==> src/rtl/data_mem_ctrl.sv <==
// data_mem_ctrl: data memory with handshake, wait-state latency, byte-enabled stores and access error flagging
module data_mem_ctrl #(
  parameter int                DATA_W      = 32,
  parameter int                ADDR_W      = 32,
  parameter int                DEPTH       = 64,
  parameter int                WAIT_STATES = 1,
  parameter logic [ADDR_W-1:0] BASE_ADDR   = '0
) (
  input  logic                 clk_i,
  input  logic                 rst_i,
  input  logic                 req_i,
  input  logic                 we_i,
  input  logic [DATA_W/8-1:0]  be_i,
  input  logic [ADDR_W-1:0]    addr_i,
  input  logic [DATA_W-1:0]    wdata_i,
  output logic [DATA_W-1:0]    rdata_o,
  output logic                 ready_o,
  output logic                 err_o,
  output logic                 busy_o
);
  localparam int BE_W  = DATA_W / 8;
  localparam int OFF_W = (BE_W > 1) ? $clog2(BE_W) : 1;
  localparam int IDX_W = (DEPTH > 1) ? $clog2(DEPTH) : 1;
  localparam logic [1:0] S_IDLE = 2'd0;
  localparam logic [1:0] S_WAIT = 2'd1;
  localparam logic [1:0] S_RESP = 2'd2;
  localparam logic [3:0] CNT_INIT = (WAIT_STATES > 0) ? 4'(WAIT_STATES - 1) : 4'd0;
  logic [1:0]        r_state;
  logic [3:0]        r_cnt;
  logic [ADDR_W-1:0] r_addr;
  logic              r_we;
  logic [BE_W-1:0]   r_be;
  logic [DATA_W-1:0] r_wdata;
  logic [DATA_W-1:0] r_rdata;
  logic              r_err;
  logic [DATA_W-1:0] r_ram [DEPTH];
  logic              w_idle;
  logic              w_start;
  logic              w_enter_resp;
  logic [1:0]        w_next;
  logic [ADDR_W-1:0] w_addr;
  logic              w_we;
  logic [BE_W-1:0]   w_be;
  logic [DATA_W-1:0] w_wdata;
  logic [ADDR_W-1:0] w_off;
  logic [ADDR_W-1:0] w_word;
  logic              w_misal;
  logic              w_oor;
  logic              w_err;
  logic [IDX_W-1:0]  w_idx;
  // With zero wait states the access completes straight from IDLE, so the
  // live inputs stand in for the not-yet-latched request fields.
  always_comb begin
    w_idle       = r_state == S_IDLE;
    w_start      = w_idle && req_i;
    w_enter_resp = (w_start && WAIT_STATES == 0) || (r_state == S_WAIT && r_cnt == 4'd0);
    w_next       = w_idle ? (req_i ? ((WAIT_STATES == 0) ? S_RESP : S_WAIT) : S_IDLE)
                 : (r_state == S_WAIT) ? ((r_cnt == 4'd0) ? S_RESP : S_WAIT) : S_IDLE;
    w_addr       = w_idle ? addr_i  : r_addr;
    w_we         = w_idle ? we_i    : r_we;
    w_be         = w_idle ? be_i    : r_be;
    w_wdata      = w_idle ? wdata_i : r_wdata;
    w_off        = w_addr - BASE_ADDR;
    w_word       = w_off / ADDR_W'(BE_W);
    w_misal      = (BE_W > 1) && (w_addr[OFF_W-1:0] != '0);
    w_oor        = (w_addr < BASE_ADDR) || (w_word >= ADDR_W'(DEPTH));
    w_err        = w_misal || w_oor;
    w_idx        = w_word[IDX_W-1:0];
  end
  // Sequencer state and wait-state countdown
  always_ff @(posedge clk_i) begin
    if (!rst_i) begin
      r_state <= S_IDLE;
      r_cnt   <= 4'd0;
    end else begin
      r_state <= w_next;
      r_cnt   <= w_start ? CNT_INIT : (r_state == S_WAIT && r_cnt != 4'd0) ? r_cnt - 4'd1 : r_cnt;
    end
  end
  // Capture the request so inputs are free to change once accepted
  always_ff @(posedge clk_i) begin
    if (w_start) begin
      r_addr  <= addr_i;
      r_we    <= we_i;
      r_be    <= be_i;
      r_wdata <= wdata_i;
    end
  end
  // Load data and error flag are produced on the edge entering RESP
  always_ff @(posedge clk_i) begin
    if (!rst_i) begin
      r_rdata <= '0;
      r_err   <= 1'b0;
    end else if (w_enter_resp) begin
      r_err   <= w_err;
      r_rdata <= w_err ? '0 : w_we ? r_rdata : r_ram[w_idx];
    end else begin
      r_err   <= 1'b0;
    end
  end
  // Byte-enabled store, committed on the edge entering RESP unless rejected
  always_ff @(posedge clk_i) begin
    if (rst_i && w_enter_resp && w_we && !w_err)
      for (int b = 0; b < BE_W; b++)
        if (w_be[b]) r_ram[w_idx][8*b +: 8] <= w_wdata[8*b +: 8];
  end
  assign rdata_o = r_rdata;
  assign ready_o = r_state == S_RESP;
  assign err_o   = r_err;
  assign busy_o  = r_state != S_IDLE;
endmodule

==> config.mk <==
export PLATFORM = sky130hd
export DESIGN_NAME = data_mem_ctrl
export DESIGN_NICKNAME = d
export VERILOG_FILES = /design/src/rtl/data_mem_ctrl.sv
export SDC_FILE = /design/constraint.sdc
export NUM_CORES = 2
export LEC_CHECK = 0
export CAP_MARGIN = 5
export CORE_MARGIN = 3
export CORE_UTILIZATION = 52
export CTS_BUF_LIST = sky130_fd_sc_hd__clkbuf_4 sky130_fd_sc_hd__clkbuf_8
export DETAILED_ROUTE_END_ITERATION = 12
export MAX_ROUTING_LAYER = met4
export PLACE_DENSITY = 0.76
export SETUP_SLACK_MARGIN = 0.4
export SKIP_CTS_REPAIR_TIMING = 1
export SLEW_MARGIN = 10
export SYNTH_ARGS = -nofsm -noshare
export SYNTH_HDL_FRONTEND = slang
export SYNTH_SLANG_ARGS = --single-unit
==> constraint.sdc <==
create_clock -name clk_i -period 3.2 [get_ports clk_i]
set_input_delay 0.64 -clock clk_i [delete_from_list [all_inputs] [get_ports clk_i]]
set_output_delay 0.64 -clock clk_i [all_outputs]
set_load 0.02 [all_outputs]
==> impl_metrics.json <==
{
  "antenna_left": 0,
  "final_cell_mix": "2,117 x edfxtp_1, 1,211 x nand2_1, 824 x buf_4, 371 x nand3_1, 356 x clkbuf_8",
  "grt_pass1_wl_microns": 359000,
  "synth_edf_count": 2117,
  "worst_pin_slew_ps": 830,
  "dpl_cell_area_sq_um": 94500,
  "crit_path_end_kind": "register",
  "firstDrtPassIters": 8,
  "cts_buffers": 335,
  "row_count": 145,
  "worstSetupPathType": "reg2reg",
  "required_ps": 4160,
  "use_met1_pct": 38.9,
  "period_share_pct": 96.8,
  "die_height_microns": 405,
  "die_width_microns": 405,
  "hp-class": "in2reg",
  "power.static_leakage_uw": 0.0360,
  "antenna_found_initial": 11,
  "root_buffer": "clkbuf_8",
  "finalWorstSetupSlack_ps": 104,
  "p_seq_share_pct": 51.7,
  "switching_share_pct": 24.6,
  "drv_cap": 0,
  "grt_max_degree": 65,
  "yosysSeqAreaShare_pct": 77.6,
  "layout-drive-gt1-share_pct": 27.3,
  "slew_headroom_pct": 44.7,
  "viasPerCell": 6.47,
  "top_usage_layer": "met2",
  "use_met2_pct": 46.4,
  "async_flop_share_pct": 0,
  "pre_cts_ws_ps": -798,
  "design_area_sq_um": 104000,
  "use_met3_pct": 7.13,
  "gp_congestion": 0.935,
  "syn_area_per_cell_sq_um": 14.6,
  "cts.reportedPaths.clkPinSlew_ps": 60,
  "initialDrtViolationCount": 9773,
  "setup_viol": 0,
  "dieArea_sq_um": 164000,
  "min_period_ps": 3100,
  "cts_max_level": 5,
  "final_common_cell": "edfxtp_1",
  "dp.cells": 8404,
  "clkLatencyLatePin_ps": 1060,
  "synth_ff_type": "edfxtp_1",
  "p_clk_share_pct": 36.8,
  "place_hpwl_microns": 158000,
  "vias": 59100,
  "status": "completed",
  "start_kind": "register",
  "rsz0062_at_grt": "yes",
  "pin_count": 107,
  "syn-num-nets": 5767,
  "design.core.area_sq_um": 157000,
  "clock.fmax_mhz": 323,
  "drv_slew": 0,
  "netlist_area_sq_um": 83000,
  "cts.path.max_buffers": 4,
  "final_hold_viol_count": 0,
  "worst-path-max-fanout": 6,
  "grt_usage_pct": 30.4,
  "p_sw_uw": 15100,
  "synth_cell_types": 70,
  "yosysWarnings": 0,
  "cts_tree": "built",
  "ys_seq_elements": 2156,
  "port-buffer-count": 106,
  "synth_cells": 5694,
  "skew_ps": 74.0,
  "p_int_uw": 46100,
  "grt_overflow": 0,
  "grt_pass1_vias": 56000,
  "areaGrowthSynthToFinish_pct": 25.7,
  "worst_ep_arrival_time_ps": 4060,
  "drc": 0,
  "power_density_nw_per_um2": 586,
  "drt-wirelength-per-cell_microns": 28.4,
  "start_util_pct": 52.7,
  "vdd_drop_max_mv": 0.537,
  "fin_cells": 9134,
  "clkSinkCount": 2156,
  "drt_wl_total_microns": 260000,
  "final_nets": 6898,
  "combPwrFrac_pct": 11.6
}
==> worst paths after layout <==
kind | slack (ps) | depth (start not counted) | start | endpoint
max | 100 | 14 | r_state[0] | rdata_o[28]
min | 160 | 1 | wdata_i[20] | r_wdata[20]
max reg2reg | 100 | 14 | r_state[0] | rdata_o[28]
min reg2reg | 510 | 2 | rdata_o[30] | rdata_o[30]
==> cells in the mapped netlist, types with 17 or more instances <==
| library cell | number | share of area (%) |
|---|---|---|
| buf_2 | 181 | 1.1 |
| mux2i_1 | 166 | 2.0 |
| a21oi_1 | 69 | 0.42 |
| buf_1 | 65 | 0.29 |
| nor2_1 | 145 | 0.66 |
| dfxtp_1 | 39 | 0.94 |
| o22ai_1 | 236 | 1.8 |
| o221ai_1 | 52 | 0.55 |
| nor4_1 | 53 | 0.40 |
| buf_4 | 30 | 0.27 |
| nand3_1 | 380 | 2.3 |
| o21ai_0 | 29 | 0.17 |
| a31oi_1 | 176 | 1.3 |
| clkbuf_1 | 118 | 0.53 |
| or4_1 | 17 | 0.15 |
| nor3_1 | 232 | 1.4 |
| nand2_1 | 1258 | 5.7 |
| edfxtp_1 | 2117 | 77 |
| a32oi_1 | 137 | 1.4 |
==> power by group through the flow <==
stage	Sequential [uW]	Clock [uW]	Combinational, uW
final	31600	22500	7080
after floorplan	32300	0	2900
after global routing	31600	23800	7300
after global placement	32200	0	5800
after CTS	31600	22400	6000
after detailed placement	32200	0	5950
==> through the flow <==
stage	hold slack [ps]	power [uW]	util (%)	setup TNS (ps)
final	161	61200	66.3	0
after global placement	490	38000	60.1	-257010
after global routing	143	62700	66.3	0
after CTS	110	60000	64.1	-1670
after floorplan	480	35200	-	0
after detailed placement	499	38200	60.1	-362510
==> cell type report <==
cell class,count,area [sq um]
diodes,15,37.5
clock buffers,478,5820
clock inverters,95,533
fillers,9819,53000
inverters,6,30.0
multi-input cells,3134,18800
flip-flops and latches,2156,64400
well taps,2058,2570
repair buffers,1192,12200
==> metal layers <==
metal	vias up	part of all wire [%]	wire length (microns)
met2	5189	47	122000
met5	-	0	0
met4	0	5.3	13800
li1	24200	-	-
met3	935	14	35200
met1	28700	34	88400
==> flip-flops by register name (all words and copies together), names as in the netlist <==
| name | cells |
|---|---|
| err_o | 1 |
| r_ram | 2048 |
| r_addr | 32 |
| r_state | 2 |
| rdata_o | 32 |
| r_we | 1 |
| r_cnt | 4 |
| r_wdata | 32 |
| r_be | 4 |
==> cell families after synthesis <==
group	Yosys count	synth area share, %
DFF	2156	77.6
and+or+nand+nor	2142	11.1
AOI/OAI and AO/OA	818	6.99
buffers and inverters	404	2.28
muxes	170	2.07
xor gates and xnor gates	3	0.0317
adders and majority gates	1	0.0151
==> critical path, stage by stage, from the launching register on <==
cell	delay (ps)
dfxtp_4	370
buf_8	130
o21a_4	240
a21o_4	220
buf_12	150
buf_12	120
buf_12	140
nand2_8	90
buf_6	110
buf_12	110
o22ai_1	90
nor4_1	260
o22ai_1	200
or3_1	450
o31ai_1	320
Note: power is estimated with default switching activity, not from simulation.
